===== config.mk =====
export PLATFORM = sky130hd
export DESIGN_NAME = eight_bit_comp_driver_flat
export DESIGN_NICKNAME = d
export VERILOG_FILES = /design/src/rtl/eight_bit_comp_pkg.sv /design/src/rtl/eight_bit_comp_driver_if.sv /design/src/rtl/phase_timer.sv /design/src/rtl/eight_bit_comp_driver.sv /design/src/flat_wrapper.sv
export SDC_FILE = /design/constraint.sdc
export NUM_CORES = 1
export LEC_CHECK = 0
export ABC_CLOCK_PERIOD_IN_PS = 2550
export CELL_PAD_IN_SITES_DETAIL_PLACEMENT = 0
export CELL_PAD_IN_SITES_GLOBAL_PLACEMENT = 1
export CORE_AREA = 8 8 81 83
export DETAILED_ROUTE_END_ITERATION = 16
export DIE_AREA = 0 0 89 91
export PLACE_DENSITY_LB_ADDON = 0.1
export SLEW_MARGIN = 0
export SYNTH_ARGS = -nofsm -noshare
export SYNTH_HDL_FRONTEND = slang
export SYNTH_HIERARCHICAL = 1
export SYNTH_SLANG_ARGS = --single-unit

===== constraint.sdc =====
create_clock -name clk -period 2.55 [get_ports clk]
set_clock_uncertainty 0.05 [all_clocks]
set_input_delay 0.765 -clock clk [delete_from_list [all_inputs] [get_ports clk]]
set_output_delay 0.765 -clock clk [all_outputs]
set_load 0.02 [all_outputs]

===== src/rtl/eight_bit_comp_pkg.sv =====
// Shared types and constants for the 8-bit comparator driver.
// Latency: n/a (declarations only).
// Backpressure: n/a.
// Contents: FSM state enum, nibble-index constants, timing defaults,
//           helpers that map a nibble index to its bus value and strobe bit.
package eight_bit_comp_pkg;

  typedef enum logic [2:0] {
    IDLE      = 3'd0,
    SEND_A_LO = 3'd1,
    SEND_A_HI = 3'd2,
    SEND_B_LO = 3'd3,
    SEND_B_HI = 3'd4,
    SETTLE    = 3'd5,
    CAPTURE   = 3'd6
  } state_t;

  // Order in which nibbles go out on Y; also the bit position of the strobe.
  localparam logic [1:0] A_LO = 2'd0;
  localparam logic [1:0] A_HI = 2'd1;
  localparam logic [1:0] B_LO = 2'd2;
  localparam logic [1:0] B_HI = 2'd3;

  localparam int PULSE_LEN_DEF  = 2;
  localparam int SETTLE_LEN_DEF = 2;

  function automatic logic [3:0] nibble_of(input logic [1:0] idx,
                                           input logic [7:0] a,
                                           input logic [7:0] b);
    logic [3:0] nib;
    case (idx)
      A_LO:    nib = a[3:0];
      A_HI:    nib = a[7:4];
      B_LO:    nib = b[3:0];
      B_HI:    nib = b[7:4];
      default: nib = 4'h0;
    endcase
    return nib;
  endfunction

  // Strobe vector {PB4,PB3,PB2,PB1} for a nibble index.
  function automatic logic [3:0] strobe_of(input logic [1:0] idx);
    return 4'b0001 << idx;
  endfunction

endpackage


===== src/rtl/eight_bit_comp_driver_if.sv =====
// Bundle between the comparator driver, its requester and the external comparator.
// Latency: n/a (wiring only).
// Backpressure: none; start is only honoured while the driver is not busy.
// Signals: start/a/b (request), PB1..PB4/Y (nibble loading), l/g/eq (comparator
//          answer), res_l/res_g/res_eq/err (captured result), busy/done (status).
interface eight_bit_comp_driver_if;
  logic       start;
  logic [7:0] a;
  logic [7:0] b;
  logic       PB1;
  logic       PB2;
  logic       PB3;
  logic       PB4;
  logic [3:0] Y;
  logic       l;
  logic       g;
  logic       eq;
  logic       res_l;
  logic       res_g;
  logic       res_eq;
  logic       busy;
  logic       done;
  logic       err;

  // Driver side.
  modport master (
    input  start, a, b, l, g, eq,
    output PB1, PB2, PB3, PB4, Y, res_l, res_g, res_eq, busy, done, err
  );

  // Requester / comparator side.
  modport slave (
    output start, a, b, l, g, eq,
    input  PB1, PB2, PB3, PB4, Y, res_l, res_g, res_eq, busy, done, err
  );
endinterface


===== src/rtl/phase_timer.sv =====
// 4-bit loadable down-counter timing each SEND and SETTLE phase.
// Latency: loaded value appears the cycle after i_load; counts down to 0 and holds.
// Backpressure: none.
// Ports: clk, rst_n (sync active-low), i_load/i_load_val (reload), o_cnt (current
//        count), o_expire (count is zero: last cycle of the current phase).
module phase_timer (
  input  logic       clk,
  input  logic       rst_n,
  input  logic       i_load,
  input  logic [3:0] i_load_val,
  output logic [3:0] o_cnt,
  output logic       o_expire
);

  logic [3:0] r_cnt;

  always_ff @(posedge clk) begin
    if (!rst_n) begin
      r_cnt <= 4'd0;
    end else if (i_load) begin
      r_cnt <= i_load_val;
    end else if (r_cnt != 4'd0) begin
      r_cnt <= r_cnt - 4'd1;
    end
  end

  assign o_cnt    = r_cnt;
  assign o_expire = (r_cnt == 4'd0);

endmodule


===== src/rtl/eight_bit_comp_driver.sv =====
// Sends two 8-bit operands to a nibble-wide comparator and captures its answer.
// Latency: done 4*(PULSE_LEN+1)+SETTLE_LEN+1 cycles after the accepted start edge.
// Backpressure: start ignored while busy; held start restarts after one IDLE cycle.
// Ports: clk, rst_n (sync active-low), io_bus (master modport: start/a/b in,
//        PB1..PB4/Y out, l/g/eq in, res_*/err/busy/done out).
module eight_bit_comp_driver
  import eight_bit_comp_pkg::*;
#(
  parameter int PULSE_LEN  = PULSE_LEN_DEF,
  parameter int SETTLE_LEN = SETTLE_LEN_DEF
) (
  input  logic                           clk,
  input  logic                           rst_n,
  eight_bit_comp_driver_if.master        io_bus
);

  // A SEND phase counts PULSE_LEN..0 (PULSE_LEN+1 cycles); SETTLE counts
  // SETTLE_LEN-1..0 so it lasts exactly SETTLE_LEN cycles.
  localparam logic [3:0] LP_PULSE     = 4'(PULSE_LEN);
  localparam logic [3:0] LP_SETTLE_M1 = 4'(SETTLE_LEN - 1);

  state_t     r_state;
  logic [7:0] r_a;
  logic [7:0] r_b;
  logic [3:0] r_pb;
  logic [3:0] r_y;
  logic       r_res_l;
  logic       r_res_g;
  logic       r_res_eq;
  logic       r_err;
  logic       r_busy;
  logic       r_done;

  logic [3:0] w_cnt;
  logic       w_expire;
  logic       w_in_send;
  logic       w_last_send;
  logic       w_load;
  logic [3:0] w_load_val;
  logic [1:0] w_idx;
  logic [1:0] w_next_idx;

  always_comb begin
    w_idx     = A_LO;
    w_in_send = 1'b1;
    case (r_state)
      SEND_A_LO: w_idx = A_LO;
      SEND_A_HI: w_idx = A_HI;
      SEND_B_LO: w_idx = B_LO;
      SEND_B_HI: w_idx = B_HI;
      default:   w_in_send = 1'b0;
    endcase
  end

  assign w_next_idx  = w_idx + 2'd1;
  assign w_last_send = (r_state == SEND_B_HI);

  // Reload on acceptance and at every SEND phase boundary; SETTLE needs its own length.
  assign w_load     = ((r_state == IDLE) && io_bus.start) || (w_in_send && w_expire);
  assign w_load_val = w_last_send ? LP_SETTLE_M1 : LP_PULSE;

  phase_timer u_phase_timer (
    .clk        (clk),
    .rst_n      (rst_n),
    .i_load     (w_load),
    .i_load_val (w_load_val),
    .o_cnt      (w_cnt),
    .o_expire   (w_expire)
  );

  always_ff @(posedge clk) begin
    if (!rst_n) begin
      r_state  <= IDLE;
      r_a      <= 8'h00;
      r_b      <= 8'h00;
      r_pb     <= 4'h0;
      r_y      <= 4'h0;
      r_res_l  <= 1'b0;
      r_res_g  <= 1'b0;
      r_res_eq <= 1'b0;
      r_err    <= 1'b0;
      r_busy   <= 1'b0;
      r_done   <= 1'b0;
    end else begin
      case (r_state)
        IDLE: begin
          if (io_bus.start) begin
            r_a     <= io_bus.a;
            r_b     <= io_bus.b;
            r_busy  <= 1'b1;
            r_pb    <= strobe_of(A_LO);
            r_y     <= nibble_of(A_LO, io_bus.a, io_bus.b);
            r_state <= SEND_A_LO;
          end
        end

        SEND_A_LO, SEND_A_HI, SEND_B_LO, SEND_B_HI: begin
          if (w_expire) begin
            if (w_last_send) begin
              // Y keeps b[7:4] through SETTLE.
              r_pb    <= 4'h0;
              r_state <= SETTLE;
            end else begin
              r_pb    <= strobe_of(w_next_idx);
              r_y     <= nibble_of(w_next_idx, r_a, r_b);
              r_state <= state_t'(r_state + 3'd1);
            end
          end else if (w_cnt == 4'd1) begin
            // Drop the strobe for the final (count 0) cycle so strobes never abut.
            r_pb <= 4'h0;
          end
        end

        SETTLE: begin
          if (w_expire) begin
            r_res_l  <= io_bus.l;
            r_res_g  <= io_bus.g;
            r_res_eq <= io_bus.eq;
            r_err    <= !$onehot({io_bus.l, io_bus.g, io_bus.eq});
            r_done   <= 1'b1;
            r_state  <= CAPTURE;
          end
        end

        CAPTURE: begin
          r_done  <= 1'b0;
          r_busy  <= 1'b0;
          r_y     <= 4'h0;
          r_state <= IDLE;
        end

        default: r_state <= IDLE;
      endcase
    end
  end

  assign io_bus.PB1    = r_pb[0];
  assign io_bus.PB2    = r_pb[1];
  assign io_bus.PB3    = r_pb[2];
  assign io_bus.PB4    = r_pb[3];
  assign io_bus.Y      = r_y;
  assign io_bus.res_l  = r_res_l;
  assign io_bus.res_g  = r_res_g;
  assign io_bus.res_eq = r_res_eq;
  assign io_bus.err    = r_err;
  assign io_bus.busy   = r_busy;
  assign io_bus.done   = r_done;

endmodule


===== src/flat_wrapper.sv =====
// flat-port wrapper written by rule: the top's interface ports become plain ports
module eight_bit_comp_driver_flat import eight_bit_comp_pkg::*;
#(
  parameter int PULSE_LEN  = PULSE_LEN_DEF,
  parameter int SETTLE_LEN = SETTLE_LEN_DEF
)
  (clk, rst_n, io_bus_start, io_bus_a, io_bus_b, io_bus_l, io_bus_g, io_bus_eq, io_bus_PB1, io_bus_PB2, io_bus_PB3, io_bus_PB4, io_bus_Y, io_bus_res_l, io_bus_res_g, io_bus_res_eq, io_bus_busy, io_bus_done, io_bus_err);
  eight_bit_comp_driver_if io_bus_i ();
  input  logic clk;
  input  logic rst_n;
  input wire logic [$bits(io_bus_i.start)-1:0] io_bus_start;
  input wire logic [$bits(io_bus_i.a)-1:0] io_bus_a;
  input wire logic [$bits(io_bus_i.b)-1:0] io_bus_b;
  input wire logic [$bits(io_bus_i.l)-1:0] io_bus_l;
  input wire logic [$bits(io_bus_i.g)-1:0] io_bus_g;
  input wire logic [$bits(io_bus_i.eq)-1:0] io_bus_eq;
  output wire logic [$bits(io_bus_i.PB1)-1:0] io_bus_PB1;
  output wire logic [$bits(io_bus_i.PB2)-1:0] io_bus_PB2;
  output wire logic [$bits(io_bus_i.PB3)-1:0] io_bus_PB3;
  output wire logic [$bits(io_bus_i.PB4)-1:0] io_bus_PB4;
  output wire logic [$bits(io_bus_i.Y)-1:0] io_bus_Y;
  output wire logic [$bits(io_bus_i.res_l)-1:0] io_bus_res_l;
  output wire logic [$bits(io_bus_i.res_g)-1:0] io_bus_res_g;
  output wire logic [$bits(io_bus_i.res_eq)-1:0] io_bus_res_eq;
  output wire logic [$bits(io_bus_i.busy)-1:0] io_bus_busy;
  output wire logic [$bits(io_bus_i.done)-1:0] io_bus_done;
  output wire logic [$bits(io_bus_i.err)-1:0] io_bus_err;
  assign io_bus_i.start = io_bus_start;
  assign io_bus_i.a = io_bus_a;
  assign io_bus_i.b = io_bus_b;
  assign io_bus_i.l = io_bus_l;
  assign io_bus_i.g = io_bus_g;
  assign io_bus_i.eq = io_bus_eq;
  assign io_bus_PB1 = io_bus_i.PB1;
  assign io_bus_PB2 = io_bus_i.PB2;
  assign io_bus_PB3 = io_bus_i.PB3;
  assign io_bus_PB4 = io_bus_i.PB4;
  assign io_bus_Y = io_bus_i.Y;
  assign io_bus_res_l = io_bus_i.res_l;
  assign io_bus_res_g = io_bus_i.res_g;
  assign io_bus_res_eq = io_bus_i.res_eq;
  assign io_bus_busy = io_bus_i.busy;
  assign io_bus_done = io_bus_i.done;
  assign io_bus_err = io_bus_i.err;
  eight_bit_comp_driver #(.PULSE_LEN(PULSE_LEN), .SETTLE_LEN(SETTLE_LEN)) u_core (.clk(clk), .rst_n(rst_n), .io_bus(io_bus_i));
endmodule

==> results of run 1 <==
[synthesized netlist by cell type, types with 2 or more instances]
| cell type | number |
|---|---|
| buf_2 | 7 |
| clkbuf_1 | 6 |
| inv_1 | 14 |
| o21ai_0 | 13 |
| nand2_1 | 51 |
| nor2b_1 | 2 |
| nand2b_1 | 3 |
| nand3_1 | 9 |
| o2bb2ai_1 | 3 |
| a311oi_1 | 4 |
| a22oi_1 | 3 |
| ha_1 | 6 |
| a211oi_1 | 2 |
| o221ai_1 | 3 |
| o211ai_1 | 4 |
| nand4_1 | 3 |
| xnor2_1 | 2 |
| a21oi_1 | 29 |
| dfxtp_1 | 37 |
| nor2_1 | 18 |
| mux2i_1 | 4 |
[kinds of logic after synthesis]
family,count (synthesis),synth area share
buf+inv,28,0.0589
flops,37,0.383
xor+xnor,2,0.00906
other cells,1,0.00194
fa+ha+maj,7,0.0492
compound gates,75,0.254
simple gates,93,0.217
mux,5,0.0265
[power groups by stage]
| stage | clock [uW] | combinational [uW] | sequential, uW |
|---|---|---|---|
| floorplan | 0 | 1100 | 890 |
| global placement | 0 | 1640 | 844 |
| detailed placement | 0 | 1650 | 846 |
| CTS | 542 | 1660 | 833 |
| global route | 573 | 1830 | 851 |
| finish | 530 | 1650 | 831 |
[critical path: cells and delay by family, from the launching register on]
kind,cells,cell delay [ns]
AO/OA/AOI/OAI,3,0.60
flip-flops,1,0.39
adder cells (fa/ha/maj),2,0.67
AND/OR/NAND/NOR,2,0.19
buffers and inverters,1,0.17
[final timing paths]
| kind | start | to | slack (ns) | cells past startpoint |
|---|---|---|---|---|
| hold / removal | u_core/r_a[0]$_SDFFE_PN0P_ | u_core/r_a[0]$_SDFFE_PN0P_ | 0.41 | 2 |
| setup reg to reg | u_core/r_state[0]$_SDFFE_PN0P_ | u_core/r_pb[2]$_SDFFE_PN0P_ | 0.37 | 8 |
| hold reg to reg | u_core/r_a[0]$_SDFFE_PN0P_ | u_core/r_a[0]$_SDFFE_PN0P_ | 0.41 | 2 |
| setup / recovery | u_core/r_state[0]$_SDFFE_PN0P_ | u_core/r_pb[2]$_SDFFE_PN0P_ | 0.37 | 8 |
[per-stage QoR]
step / util / std cells
2_1_floorplan: - / 249
3_3_place_gp: 0.450 / 354
3_5_place_dp: 0.450 / 354
4_1_cts: 0.472 / 362
5_1_grt: 0.472 / 362
6_report: 0.472 / 362
[metal layers]
layer / wire length (um) / vias to the layer above / global-route usage
met5: 0 / - / 0
met4: 89 / 0 / 0.0541
met3: 233 / 10 / 0.0351
met2: 2540 / 43 / 0.223
met1: 2440 / 861 / 0.175
li1: - / 947 / -
[cell type report]
cell class	count	area, sq um
clock buffers	7	86.3
clock inverters	1	30.0
fillers	587	2820
inverters	15	56.3
multi-input cells	184	1080
flip-flops and latches	37	741
well taps	72	90.1
repair buffers	46	433
[sequential cells by signal, summed over array words and instances (netlist names)]
signal	count
u_core/r_a	8
u_core/r_b	8
u_core/io_bus.Y	4
u_core/r_pb	4
u_core/u_phase_timer/o_cnt	4
u_core/r_state	3
u_core/io_bus.busy	1
u_core/io_bus.done	1
u_core/io_bus.err	1
u_core/io_bus.res_eq	1
u_core/io_bus.res_g	1
u_core/io_bus.res_l	1
[cells in the final DEF (no fill, tap or decap), types with 2 or more instances in the layout]
cell type / Yosys / routed
clkbuf_8: 0 / 6
nand4_1: 3 / 3
a311oi_1: 4 / 4
nor2b_1: 2 / 2
a22oi_1: 3 / 3
dfxtp_1: 37 / 37
a211oi_1: 2 / 2
nand2_1: 51 / 51
a21oi_1: 29 / 29
nor2_1: 18 / 18
mux2i_1: 4 / 4
inv_1: 14 / 14
conb_1: 1 / 2
nand3_1: 9 / 9
o221ai_1: 3 / 3
o211ai_1: 4 / 4
xnor2_1: 2 / 2
o2bb2ai_1: 3 / 3
o21ai_0: 13 / 13
clkdlybuf4s50_1: 0 / 35
nand2b_1: 3 / 3
ha_1: 6 / 6
buf_4: 0 / 11
==> run metrics, run 1 <==
Placed Area 2400 sq um; CTS tree yes; antenna cells 0; Int Pwr 1710 uW; Post-DRT Antenna Nets 0; post-route cell area 2520 sq um; Max VDD drop 0.000379 V; post-cts sizing count 0; Cell Chain, Critical Path ha_1, ha_1, nor2_1, buf_4, a21oi_1, o21a_1, nor2_1, a22o_1; Root Buffer clkbuf_8; initial core utilization 0.362; Routed WL 5.30 mm; initial antenna violation count 0; # DRC 0; sw power 1300 uW; GRT Residual Overflow 0; RSZ-0062 raised after global routing false; GRT Resource Usage Total 0.140; sequential element share of the synthesized area 0.383; predominant post-synthesis flop cell dfxtp_1; Rows 27; min cycle time layout 2.18 ns; Inserted Clock Buffers 5; initial drt markers 84; leakage 0.000982 uW; cts hold-fix bufs 0; P per Cell Area 1200 nW/um^2; syn avg cell area 7.80 sq um; Layout Area Growth over Synthesis 30.3%; drt pass-1 iters 4; max_cap viols 0; final worst setup slack 0.370 ns; fraction of registers with async set/reset 0; die area 8100 sq um; Avg WL per Cell 14.6 um; Core Area 5340 sq um; f_max 0.459 GHz; # IOs 36; IO Port Bufs 35; Via Count 1861; Setup WS pre-CTS 0.276 ns; dpl hpwl 3.83 mm; Hold Vio Cnt, Final 0; WP data arrival 2.31 ns; Post-Synthesis Cells 248; layout cells sized above 1 0.0931; CTS sink count 37; crit end category flop; slowest stage delay, CP 0.39 ns; minimum hold slack 0.406 ns; Rel. slew slack 0.627; share of the synthesized area in the top cell type 0.383; Yosys top cell by area dfxtp_1; Hold Crit Class flop to flop; number of enable flip-flop cells after synthesis 0; first-pass GRT wire length 8.96 mm; Final setup viols 0; Area contributors post-synth dfxtp_1 (38%), nand2_1 (9.9%), a21oi_1 (7.5%); Clk pwr share 0.176; critical path required time 2.68 ns; Synthesis Warnings 6; vias in the first global route 1854; Via density 5.14; switching share of total power 0.432; setup bufs post-CTS 0; CP max stage cell dfxtp_1; nets 318; outcome finished, final reports clean; Die W 89 um; crit share post-route 0.855; startpoint types flop; gpl congestion 0.901; Final Max Slew Viols 0; Seq cells post-synth 37; Clock Pin Slew Worst Setup and Hold Paths 0.07 ns; H-tree levels 2; post-route setup TNS 0 ns; Netlist cell types 46; Logic pwr share 0.548; Setup CP Type flop to flop; Final Total Pwr 3010 uW; pin slew with the least headroom to its limit 0.559 ns; Synth Cell Area 1930 sq um; largest net degree at the start of global routing 25; die height 91 um; maximum clock insertion buffer count 2; Worst Path Max Fanout 6; worst-skew pair later-pin latency 0.29 ns; register share of total power 0.276
Note: power is estimated with default switching activity, not from simulation.
==> run 2, diff against run 1 <==
--- a/config.mk
+++ b/config.mk
@@ -12,7 +12,7 @@
 export DETAILED_ROUTE_END_ITERATION = 16
 export DIE_AREA = 0 0 89 91
 export PLACE_DENSITY_LB_ADDON = 0.1
-export SLEW_MARGIN = 0
+export SLEW_MARGIN = 20
 export SYNTH_ARGS = -nofsm -noshare
 export SYNTH_HDL_FRONTEND = slang
 export SYNTH_HIERARCHICAL = 1
==> results of run 2 <==
Final layout, timing and power as in run 1 (identical DEF).
==> run 3, diff against run 2 <==
--- a/config.mk
+++ b/config.mk
@@ -9,6 +9,7 @@
 export CELL_PAD_IN_SITES_DETAIL_PLACEMENT = 0
 export CELL_PAD_IN_SITES_GLOBAL_PLACEMENT = 1
 export CORE_AREA = 8 8 81 83
+export CTS_CLUSTER_SIZE = 14
 export DETAILED_ROUTE_END_ITERATION = 16
 export DIE_AREA = 0 0 89 91
 export PLACE_DENSITY_LB_ADDON = 0.1
==> results of run 3 <==
Final layout, timing and power as in run 1 (identical DEF).
